[src/rtl/lb_arbiter_if.sv]
// Signal bundle for lb_arbiter: host port, sequencer req/ack port and cryomodule bus side.
// The slave modport is the arbiter's view; the master modport is the view of whatever drives it.
interface lb_arbiter_if #(
  parameter int AW       = 24,
  parameter int DW       = 32,
  parameter int STARVE_W = 16
) ();
  logic                h_strobe;
  logic                h_write;
  logic [AW-1:0]       h_addr;
  logic [DW-1:0]       h_wdata;
  logic [DW-1:0]       h_rdata;
  logic                h_rvalid;

  logic                s_req;
  logic                s_write;
  logic [AW-1:0]       s_addr;
  logic [DW-1:0]       s_wdata;
  logic                s_ack;
  logic [DW-1:0]       s_rdata;
  logic                s_rvalid;
  logic [STARVE_W-1:0] s_starve_cnt;

  logic [AW-1:0]       bus_addr;
  logic [DW-1:0]       bus_wdata;
  logic                bus_write;
  logic                bus_read;
  logic [DW-1:0]       bus_din;

  modport slave (
    input  h_strobe, h_write, h_addr, h_wdata,
    output h_rdata, h_rvalid,
    input  s_req, s_write, s_addr, s_wdata,
    output s_ack, s_rdata, s_rvalid, s_starve_cnt,
    output bus_addr, bus_wdata, bus_write, bus_read,
    input  bus_din
  );

  modport master (
    output h_strobe, h_write, h_addr, h_wdata,
    input  h_rdata, h_rvalid,
    output s_req, s_write, s_addr, s_wdata,
    input  s_ack, s_rdata, s_rvalid, s_starve_cnt,
    input  bus_addr, bus_wdata, bus_write, bus_read,
    output bus_din
  );
endinterface

[src/rtl/lb_arbiter.sv]
// Two-master local-bus arbiter: host has strict priority, sequencer uses req/ack, and read data is
// routed back to its issuer by an owner tag pipeline. Optional stall counter: LB_ARB_STARVE_CNT_EN.
module lb_arbiter #(
  parameter int AW         = 24,
  parameter int DW         = 32,
  parameter int READ_DELAY = 3,
  parameter int STARVE_W   = 16
) (
  input  logic        lb_clk,
  input  logic        lb_rst_n,
  lb_arbiter_if.slave lb
);

  typedef enum logic [1:0] {
    IDLE = 2'd0,
    HOST = 2'd1,
    SEQ  = 2'd2
  } state_e;

  state_e                     state_q, state_d;
  logic [AW-1:0]              addr_q, addr_d;
  logic [DW-1:0]              wdata_q, wdata_d;
  logic                       write_q, write_d;
  logic [READ_DELAY-1:0][1:0] tag_q, tag_d;
  logic [DW-1:0]              h_rdata_q, h_rdata_d;
  logic [DW-1:0]              s_rdata_q, s_rdata_d;
  logic                       h_rvalid_q, h_rvalid_d;
  logic                       s_rvalid_q, s_rvalid_d;
  logic                       bus_read_c, bus_write_c, s_ack_c;
  logic [1:0]                 tail;

  // state_q is the issue currently on the bus; state_d is this cycle's selection
  always_ff @(posedge lb_clk) begin
    if (!lb_rst_n) state_q <= IDLE;
    else           state_q <= state_d;
  end

  always_comb begin
    state_d = IDLE;
    if (!lb_rst_n)        state_d = IDLE;
    else if (lb.h_strobe) state_d = HOST;
    else if (lb.s_req)    state_d = SEQ;
  end

  always_comb begin
    s_ack_c     = (state_d == SEQ);
    bus_read_c  = 1'b0;
    bus_write_c = 1'b0;
    if (state_q != IDLE) begin
      bus_write_c = write_q;
      bus_read_c  = ~write_q;
    end
  end

  always_comb begin
    addr_d  = addr_q;
    wdata_d = wdata_q;
    write_d = write_q;
    case (state_d)
      HOST: begin
        addr_d  = lb.h_addr;
        wdata_d = lb.h_wdata;
        write_d = lb.h_write;
      end
      SEQ: begin
        addr_d  = lb.s_addr;
        wdata_d = lb.s_wdata;
        write_d = lb.s_write;
      end
      default: ;
    endcase
  end

  // Tags enter when the read strobe is on the bus, so the tail lines up with valid bus_din
  assign tail = tag_q[READ_DELAY-1];

  always_comb begin
    tag_d      = tag_q << 2;
    tag_d[0]   = {bus_read_c, state_q == SEQ};
    h_rvalid_d = tail[1] & ~tail[0];
    s_rvalid_d = tail[1] & tail[0];
    h_rdata_d  = h_rvalid_d ? lb.bus_din : h_rdata_q;
    s_rdata_d  = s_rvalid_d ? lb.bus_din : s_rdata_q;
  end

  always_ff @(posedge lb_clk) begin
    if (!lb_rst_n) begin
      addr_q     <= '0;
      wdata_q    <= '0;
      write_q    <= 1'b0;
      tag_q      <= '0;
      h_rdata_q  <= '0;
      s_rdata_q  <= '0;
      h_rvalid_q <= 1'b0;
      s_rvalid_q <= 1'b0;
    end else begin
      addr_q     <= addr_d;
      wdata_q    <= wdata_d;
      write_q    <= write_d;
      tag_q      <= tag_d;
      h_rdata_q  <= h_rdata_d;
      s_rdata_q  <= s_rdata_d;
      h_rvalid_q <= h_rvalid_d;
      s_rvalid_q <= s_rvalid_d;
    end
  end

  assign lb.bus_addr  = addr_q;
  assign lb.bus_wdata = wdata_q;
  assign lb.bus_write = bus_write_c;
  assign lb.bus_read  = bus_read_c;
  assign lb.s_ack     = s_ack_c;
  assign lb.h_rdata   = h_rdata_q;
  assign lb.s_rdata   = s_rdata_q;
  assign lb.h_rvalid  = h_rvalid_q;
  assign lb.s_rvalid  = s_rvalid_q;

`ifdef LB_ARB_STARVE_CNT_EN
  logic [STARVE_W-1:0] starve_q, starve_d;

  // Saturating count of cycles the sequencer waited; survives acks, cleared only by reset
  always_comb begin
    starve_d = starve_q;
    if (lb.s_req && !s_ack_c && !(&starve_q)) starve_d = starve_q + STARVE_W'(1);
  end

  always_ff @(posedge lb_clk) begin
    if (!lb_rst_n) starve_q <= '0;
    else           starve_q <= starve_d;
  end

  assign lb.s_starve_cnt = starve_q;
`else
  assign lb.s_starve_cnt = {STARVE_W{1'b0}};
`endif

endmodule

[src/flat_wrapper.sv]
// flat-port wrapper written by rule: the top's interface ports become plain ports
module lb_arbiter_flat 
#(
  parameter int AW         = 24,
  parameter int DW         = 32,
  parameter int READ_DELAY = 3,
  parameter int STARVE_W   = 16
)
  (lb_clk, lb_rst_n, lb_h_strobe, lb_h_write, lb_h_addr, lb_h_wdata, lb_h_rdata, lb_h_rvalid, lb_s_req, lb_s_write, lb_s_addr, lb_s_wdata, lb_s_ack, lb_s_rdata, lb_s_rvalid, lb_s_starve_cnt, lb_bus_addr, lb_bus_wdata, lb_bus_write, lb_bus_read, lb_bus_din);
  lb_arbiter_if #(.AW(AW), .DW(DW), .STARVE_W(STARVE_W)) lb_i ();
  input  logic lb_clk;
  input  logic lb_rst_n;
  input wire logic [$bits(lb_i.h_strobe)-1:0] lb_h_strobe;
  input wire logic [$bits(lb_i.h_write)-1:0] lb_h_write;
  input wire logic [$bits(lb_i.h_addr)-1:0] lb_h_addr;
  input wire logic [$bits(lb_i.h_wdata)-1:0] lb_h_wdata;
  output wire logic [$bits(lb_i.h_rdata)-1:0] lb_h_rdata;
  output wire logic [$bits(lb_i.h_rvalid)-1:0] lb_h_rvalid;
  input wire logic [$bits(lb_i.s_req)-1:0] lb_s_req;
  input wire logic [$bits(lb_i.s_write)-1:0] lb_s_write;
  input wire logic [$bits(lb_i.s_addr)-1:0] lb_s_addr;
  input wire logic [$bits(lb_i.s_wdata)-1:0] lb_s_wdata;
  output wire logic [$bits(lb_i.s_ack)-1:0] lb_s_ack;
  output wire logic [$bits(lb_i.s_rdata)-1:0] lb_s_rdata;
  output wire logic [$bits(lb_i.s_rvalid)-1:0] lb_s_rvalid;
  output wire logic [$bits(lb_i.s_starve_cnt)-1:0] lb_s_starve_cnt;
  output wire logic [$bits(lb_i.bus_addr)-1:0] lb_bus_addr;
  output wire logic [$bits(lb_i.bus_wdata)-1:0] lb_bus_wdata;
  output wire logic [$bits(lb_i.bus_write)-1:0] lb_bus_write;
  output wire logic [$bits(lb_i.bus_read)-1:0] lb_bus_read;
  input wire logic [$bits(lb_i.bus_din)-1:0] lb_bus_din;
  assign lb_i.h_strobe = lb_h_strobe;
  assign lb_i.h_write = lb_h_write;
  assign lb_i.h_addr = lb_h_addr;
  assign lb_i.h_wdata = lb_h_wdata;
  assign lb_h_rdata = lb_i.h_rdata;
  assign lb_h_rvalid = lb_i.h_rvalid;
  assign lb_i.s_req = lb_s_req;
  assign lb_i.s_write = lb_s_write;
  assign lb_i.s_addr = lb_s_addr;
  assign lb_i.s_wdata = lb_s_wdata;
  assign lb_s_ack = lb_i.s_ack;
  assign lb_s_rdata = lb_i.s_rdata;
  assign lb_s_rvalid = lb_i.s_rvalid;
  assign lb_s_starve_cnt = lb_i.s_starve_cnt;
  assign lb_bus_addr = lb_i.bus_addr;
  assign lb_bus_wdata = lb_i.bus_wdata;
  assign lb_bus_write = lb_i.bus_write;
  assign lb_bus_read = lb_i.bus_read;
  assign lb_i.bus_din = lb_bus_din;
  lb_arbiter #(.AW(AW), .DW(DW), .READ_DELAY(READ_DELAY), .STARVE_W(STARVE_W)) u_core (.lb_clk(lb_clk), .lb_rst_n(lb_rst_n), .lb(lb_i));
endmodule
[config.mk]
export PLATFORM = sky130hd
export DESIGN_NAME = lb_arbiter_flat
export DESIGN_NICKNAME = d
export VERILOG_FILES = /design/src/rtl/lb_arbiter_if.sv /design/src/rtl/lb_arbiter.sv /design/src/flat_wrapper.sv
export SDC_FILE = /design/constraint.sdc
export NUM_CORES = 1
export LEC_CHECK = 0
export CELL_PAD_IN_SITES_DETAIL_PLACEMENT = 0
export CELL_PAD_IN_SITES_GLOBAL_PLACEMENT = 1
export CORE_MARGIN = 3
export CORE_UTILIZATION = 28
export CTS_BUF_LIST = sky130_fd_sc_hd__clkbuf_8
export CTS_CLUSTER_DIAMETER = 50
export DETAILED_ROUTE_END_ITERATION = 8
export PLACE_DENSITY = 0.88
export SKIP_CTS_REPAIR_TIMING = 1
export SLEW_MARGIN = 20
export SYNTH_ARGS = -nofsm -noshare
export SYNTH_HDL_FRONTEND = slang
export SYNTH_SLANG_ARGS = --single-unit
[constraint.sdc]
create_clock -name lb_clk -period 2.1 [get_ports lb_clk]
set_input_delay 0.42 -clock lb_clk [delete_from_list [all_inputs] [get_ports lb_clk]]
set_output_delay 0.42 -clock lb_clk [all_outputs]
set_load 0.01 [all_outputs]
# [Yosys cells after proc, flatten, opt, wreduce, memory -nomap -nowiden]
# Cells that the tools add are included.
# W data, S select, Z words.
[totals] wordCells=28 input_bits=150 reg_bits=131 output_inout_bits=141
[op_classes] n_reduce_logical=2 mux=8 n_eq_ne=3 bitwise=4
[op_table] op="$pmux W32 S2" n=1
[op_table] op="$pmux W24 S2" n=1
[op_table] op="$mux W2" n=3
[op_table] op="$eq A2 B2 Y1 const B" n=2
[op_table] op="$reduce_bool A2 Y1" n=2
[op_table] op="$and A1 B1 Y1" n=2
[op_table] op="$eq A2 B1 Y1 const B" n=1
[op_table] op="$mux W1" n=2
[op_table] op="$not A1 Y1" n=2
[op_table] op="$pmux W1 S2" n=1

# [Depth between registers and ports, before layout]
# Gate-level depths: netlist of run 1.
[logic_depth] word_depth=5 depth_mapped=9 mapped_depth_nobuf=6

# [Worst setup path before layout of run 1]
# No wires, ideal clock.
[synth_timing] kind="input -> register" from="in lb_rst_n" to="reg u_core.wdata_q[10] (netlist: u_core.lb.bus_wdata[10])" n_path_buf=4 path_slack_ps=324 required_time_ps=1967 stages=8 t_arrival_ps=1643 setup_ps=133 cell_sequence="clkbuf_1 > and3b_1 > ha_1 > buf_4 > buf_12 > buf_12 > mux2i_1 > a21oi_1"
[synth_between] elab_chain_len=3 elab_cells_between_ends=5 cone_classes="2 x eq/ne; 2 x mux; 1 x reduce/logical"
[synth_rtl] element="from (decl)" line_no="flat_wrapper.sv:12" source="input logic lb_rst_n;"
[synth_rtl] element="$mux W2 (*)" line_no="lb_arbiter.sv:40" source="if (!lb_rst_n) state_d = IDLE;"
[synth_rtl] element="via u_core.state_d[1]" line_no="lb_arbiter.sv:20" source="state_e state_q, state_d;"
[synth_rtl] element="$eq A2 B2 Y1 (*)"
[synth_rtl] element="via lb_s_ack" line_no="flat_wrapper.sv:23" source="output wire logic [$bits(lb_i.s_ack)-1:0] lb_s_ack;"
[synth_rtl] element="$pmux W32 S2 or $reduce_bool A2 Y1 (tied branches)"
[synth_rtl] element="to (signal assigned)" line_no="lb_arbiter.sv:98" source="wdata_q <= wdata_d;"
[synth_rtl] element="to (decl)" line_no="lb_arbiter.sv:22" source="logic [DW-1:0] wdata_q, wdata_d;"
# The timed path passes the listed nets; every way through them passes the cells marked *.
# A chain may end at the register's enable or synchronous reset.

# [Worst setup path in the final report of run 1]
[layout_timing] from="reg u_core.state_q[0]" to="out lb_bus_read"
[layout_between] elab_chain_len=2
[layout_rtl] element="from (decl)" line_no="lb_arbiter.sv:20"
[layout_rtl] element="from (signal assigned)" line_no="lb_arbiter.sv:35" source="else state_q <= state_d;"
[layout_rtl] element="$reduce_bool A2 Y1" line_no="lb_arbiter.sv:49" source="if (state_q != IDLE) begin"
[layout_rtl] element="$mux W1" line_no="lb_arbiter.sv:49"
[layout_rtl] element="to (decl)" line_no="flat_wrapper.sv:30" source="output wire logic [$bits(lb_i.bus_read)-1:0] lb_bus_read;"
# Every way passes these cells.

==> results.cfg, run 1 <==
[detailed_routing]
postRouteWirelength_um = 16100
via_count = 4819
detail_route.vias_per_cell = 4.46
post-route-drc-count = 0
drt_iter0_markers = 164
firstDrtPassIters = 4
detail_route.wl_per_cell_um = 14.9
postRouteAntennaNets = 0

[layout]
n_fill_cell = 1816
layout.cells.most_common_list = 272 x sky130_fd_sc_hd__clkdlybuf4s50_1, 131 x sky130_fd_sc_hd__nand2_1, 131 x sky130_fd_sc_hd__dfxtp_1
post_route_cells_drive_above_1_share_pct = 6.11
fin_nets = 989
layout.cells.most_common = sky130_fd_sc_hd__clkdlybuf4s50_1
total_area_of_multi_input_combinational_cells_um2 = 2330
layoutNonFillerInstCount = 1081
sequential_area_um2 = 2620
area_growth_pct = 60.1

[worst_setup_path]
worstSetupStartpointType = flop
worst-endpoint-required_ps = 1680
worstPathArrival_ps = 1520
r2r_setup_slack_ps = 830
timing.rr.start = u_core.tail[0]
critPathCaptureType = primary output
worst_r2r_path_depth = 4
worst_r2r_endpoint = u_core.lb.s_rdata[17]
setup.worst_path.class = reg2out
crit_path_max_fanout = 2

[yosys]
synthCells = 581
synth_sequential_area_ratio_pct = 49.0
avgSynthCellArea_um2 = 9.22
yosys.cell_types.count = 22
post-synth-top-area-fraction_pct = 49.0
synthesis.yosys.warnings = 0
synthesis.area_um2 = 5360
synth_top_cells_by_area = sky130_fd_sc_hd__dfxtp_1 49%, sky130_fd_sc_hd__mux2i_1 11%, sky130_fd_sc_hd__nand2_1 9.2%, sky130_fd_sc_hd__a21boi_1 7.7%, sky130_fd_sc_hd__a21oi_1 5.3%
yosysTopAreaCell = sky130_fd_sc_hd__dfxtp_1
synth.ff_latch_count = 131

[pwr]
power_frac_clock_pct = 38.6
worst_vdd_rail_ir_drop_uv = 428
overall_power_after_layout_w = 0.00586
p_seq_share_pct = 45.3
sw_frac_of_total_pct = 24.7
cellInternalPower_w = 0.00441
comb_power_share_pct = 16.1
power.switching_w = 0.00145
total_leakage_power_nw = 3.05
power-per-cell-area_nw_per_um2 = 684

[timing]
postLayoutSetupSlackWorst_ps = 164
worst_hold_slack_ps = 317
worst_clock_skew_ps = 12.0
rsz0062_at_grt = no
final-setup-viol-count = 0
final-hold-violation-count = 0
min_period_ps = 1940
clock.fmax_ghz = 0.517
aggregate_negative_setup_slack_ps = 0
final_max_slew_viol_count = 0
timing.final.crit_share_pct = 92.2

[die]
placeableCoreArea_um2 = 18400
design.die.area_um2 = 20800
initial_utilization_pct = 29.1
floorplan.die.width_um = 144
floorplan.rows = 49
die_y_um = 144
io_pins = 291

[cts]
clk_root_buf = sky130_fd_sc_hd__clkbuf_8
clkLatencyLatePin_ps = 430
ctsHtreeMaxLevel = 4
cts_tree = yes
clkTransAtPathRegs_ps = 70
numCtsBuffers = 17
cts_sinks = 131
clock_path_buffers = 2

[min_path]
hold_depth = 2
worst_min_path_start = lb_rst_n
hold_path_end = u_core.state_q[0]
hold_path_class = in2reg

[placement]
globalplace.congestion = 0.725
detailed_place_hpwl_um = 11000
pre_cts_slack_ps = -101
dp.cells = 1048
port_buffers = 274

[job]
maxCapViolCount = 0

[grt]
grt_pass1_wl_um = 24300
total_routing_usage_reported_by_global_routing_pct = 14.9
vias_in_the_first_global_route = 4607
grt_max_degree = 130
initial_antenna_violation_count = 0
total_gr_overflow = 0

[outcome]
status = complete, no violations
through the flow:
step	util (%)	cell area [µm²]
finish	46.6	8570
global route	46.6	8570
CTS	46.6	8570
detailed placement	44.3	8150
global placement	44.3	8150
floorplan	-	5410
cells by family after synthesis:
logic type,after synthesis,synth area share (%)
DFF,131,49.0
muxes,57,10.7
AOI/OAI and AO/OA,178,20.0
buffers and inverters,65,8.95
other,1,0.0700
and+or+nand+nor,148,11.2
adders and majority gates,1,0.234
registers in the layout, indices dropped and copies added, names as in the netlist:
register / cells
u_core.state_q: 2
u_core.lb.h_rvalid: 1
u_core.write_q: 1
u_core.lb.bus_addr: 24
u_core.lb.h_rdata: 32
u_core.lb.s_rvalid: 1
u_core.lb.bus_wdata: 32
u_core.lb.s_rdata: 32
u_core.tail: 2
u_core.tag_d: 4
critical path: stages (launching register included):
cell and delay, ps:
sky130_fd_sc_hd__dfxtp_1 340, sky130_fd_sc_hd__nor2_1 60, sky130_fd_sc_hd__nor2_1 110, sky130_fd_sc_hd__clkdlybuf4s50_1 570
worst max path at each step:
stage / startpoint / end / slack [ps] / cells past startpoint
2_1_floorplan: lb_rst_n / u_core.lb.bus_wdata[10] / 320 / 8
3_3_place_gp: lb_h_strobe / lb_s_ack / -90 / 5
3_5_place_dp: lb_h_strobe / lb_s_ack / -100 / 5
4_1_cts: lb_h_strobe / lb_s_ack / -110 / 5
5_1_grt: u_core.state_q[0] / lb_bus_read / 30 / 3
6_report: u_core.state_q[0] / lb_bus_read / 160 / 3
power by group through the flow:
stage	registers, W	logic [W]	clock network (W)
2_1_floorplan	0.00276	0.000324	0
3_3_place_gp	0.00271	0.000953	0
3_5_place_dp	0.00271	0.000954	0
4_1_cts	0.00266	0.000959	0.00237
5_1_grt	0.00267	0.00103	0.00247
6_report	0.00266	0.000946	0.00226
layer usage:
layer	vias to the layer above	global-route usage (%)	share of wire [%]
met5	-	0	0
met4	0	3.58	0.87
met3	12	8.37	12
met2	188	23.7	46
met1	2169	17.6	42
li1	2450	-	-
synth_stat cells:
cell type / n
sky130_fd_sc_hd__a21boi_0: 4
sky130_fd_sc_hd__mux2i_1: 57
sky130_fd_sc_hd__and3_1: 1
sky130_fd_sc_hd__inv_1: 2
sky130_fd_sc_hd__a21oi_1: 57
sky130_fd_sc_hd__nor2_1: 4
sky130_fd_sc_hd__conb_1: 1
sky130_fd_sc_hd__clkbuf_1: 14
sky130_fd_sc_hd__dfxtp_1: 131
sky130_fd_sc_hd__or2b_4: 1
sky130_fd_sc_hd__buf_2: 13
sky130_fd_sc_hd__and3b_1: 2
sky130_fd_sc_hd__a21boi_1: 55
sky130_fd_sc_hd__o21ai_0: 57
sky130_fd_sc_hd__nor2b_1: 2
sky130_fd_sc_hd__and2_1: 7
sky130_fd_sc_hd__ha_1: 1
sky130_fd_sc_hd__a21boi_2: 5
sky130_fd_sc_hd__buf_4: 23
sky130_fd_sc_hd__buf_6: 9
sky130_fd_sc_hd__nand2_1: 131
sky130_fd_sc_hd__buf_12: 4
cell type report:
| class | instances | area share (%) |
|---|---|---|
| Clock buffer | 19 | 3.05 |
| Multi-Input combinational cell | 400 | 27.1 |
| Inverter | 2 | 0.0876 |
| Timing Repair Buffer | 286 | 33.9 |
| Clock inverter | 13 | 1.87 |
| Sequential cell | 131 | 30.6 |
| Tap cell | 229 | 3.34 |
| Antenna cell | 1 | 0.0292 |
Power figures use the tool's default switching activity.
==> run 2: changes to the inputs <==
--- a/config.mk
+++ b/config.mk
@@ -10,7 +10,7 @@
 export CORE_MARGIN = 3
 export CORE_UTILIZATION = 28
 export CTS_BUF_LIST = sky130_fd_sc_hd__clkbuf_8
-export CTS_CLUSTER_DIAMETER = 50
+export CTS_CLUSTER_DIAMETER = 100
 export DETAILED_ROUTE_END_ITERATION = 8
 export PLACE_DENSITY = 0.88
 export SKIP_CTS_REPAIR_TIMING = 1
==> results of run 2 <==
Same layout as run 1: the final DEF is identical, and so are final timing and power.
==> run 3: changes to the inputs <==
--- a/config.mk
+++ b/config.mk
@@ -13,6 +13,7 @@
 export CTS_CLUSTER_DIAMETER = 100
 export DETAILED_ROUTE_END_ITERATION = 8
 export PLACE_DENSITY = 0.88
+export SETUP_SLACK_MARGIN = 0.02
 export SKIP_CTS_REPAIR_TIMING = 1
 export SLEW_MARGIN = 20
 export SYNTH_ARGS = -nofsm -noshare
==> results of run 3 <==
Same layout as run 1: the final DEF is identical, and so are final timing and power.
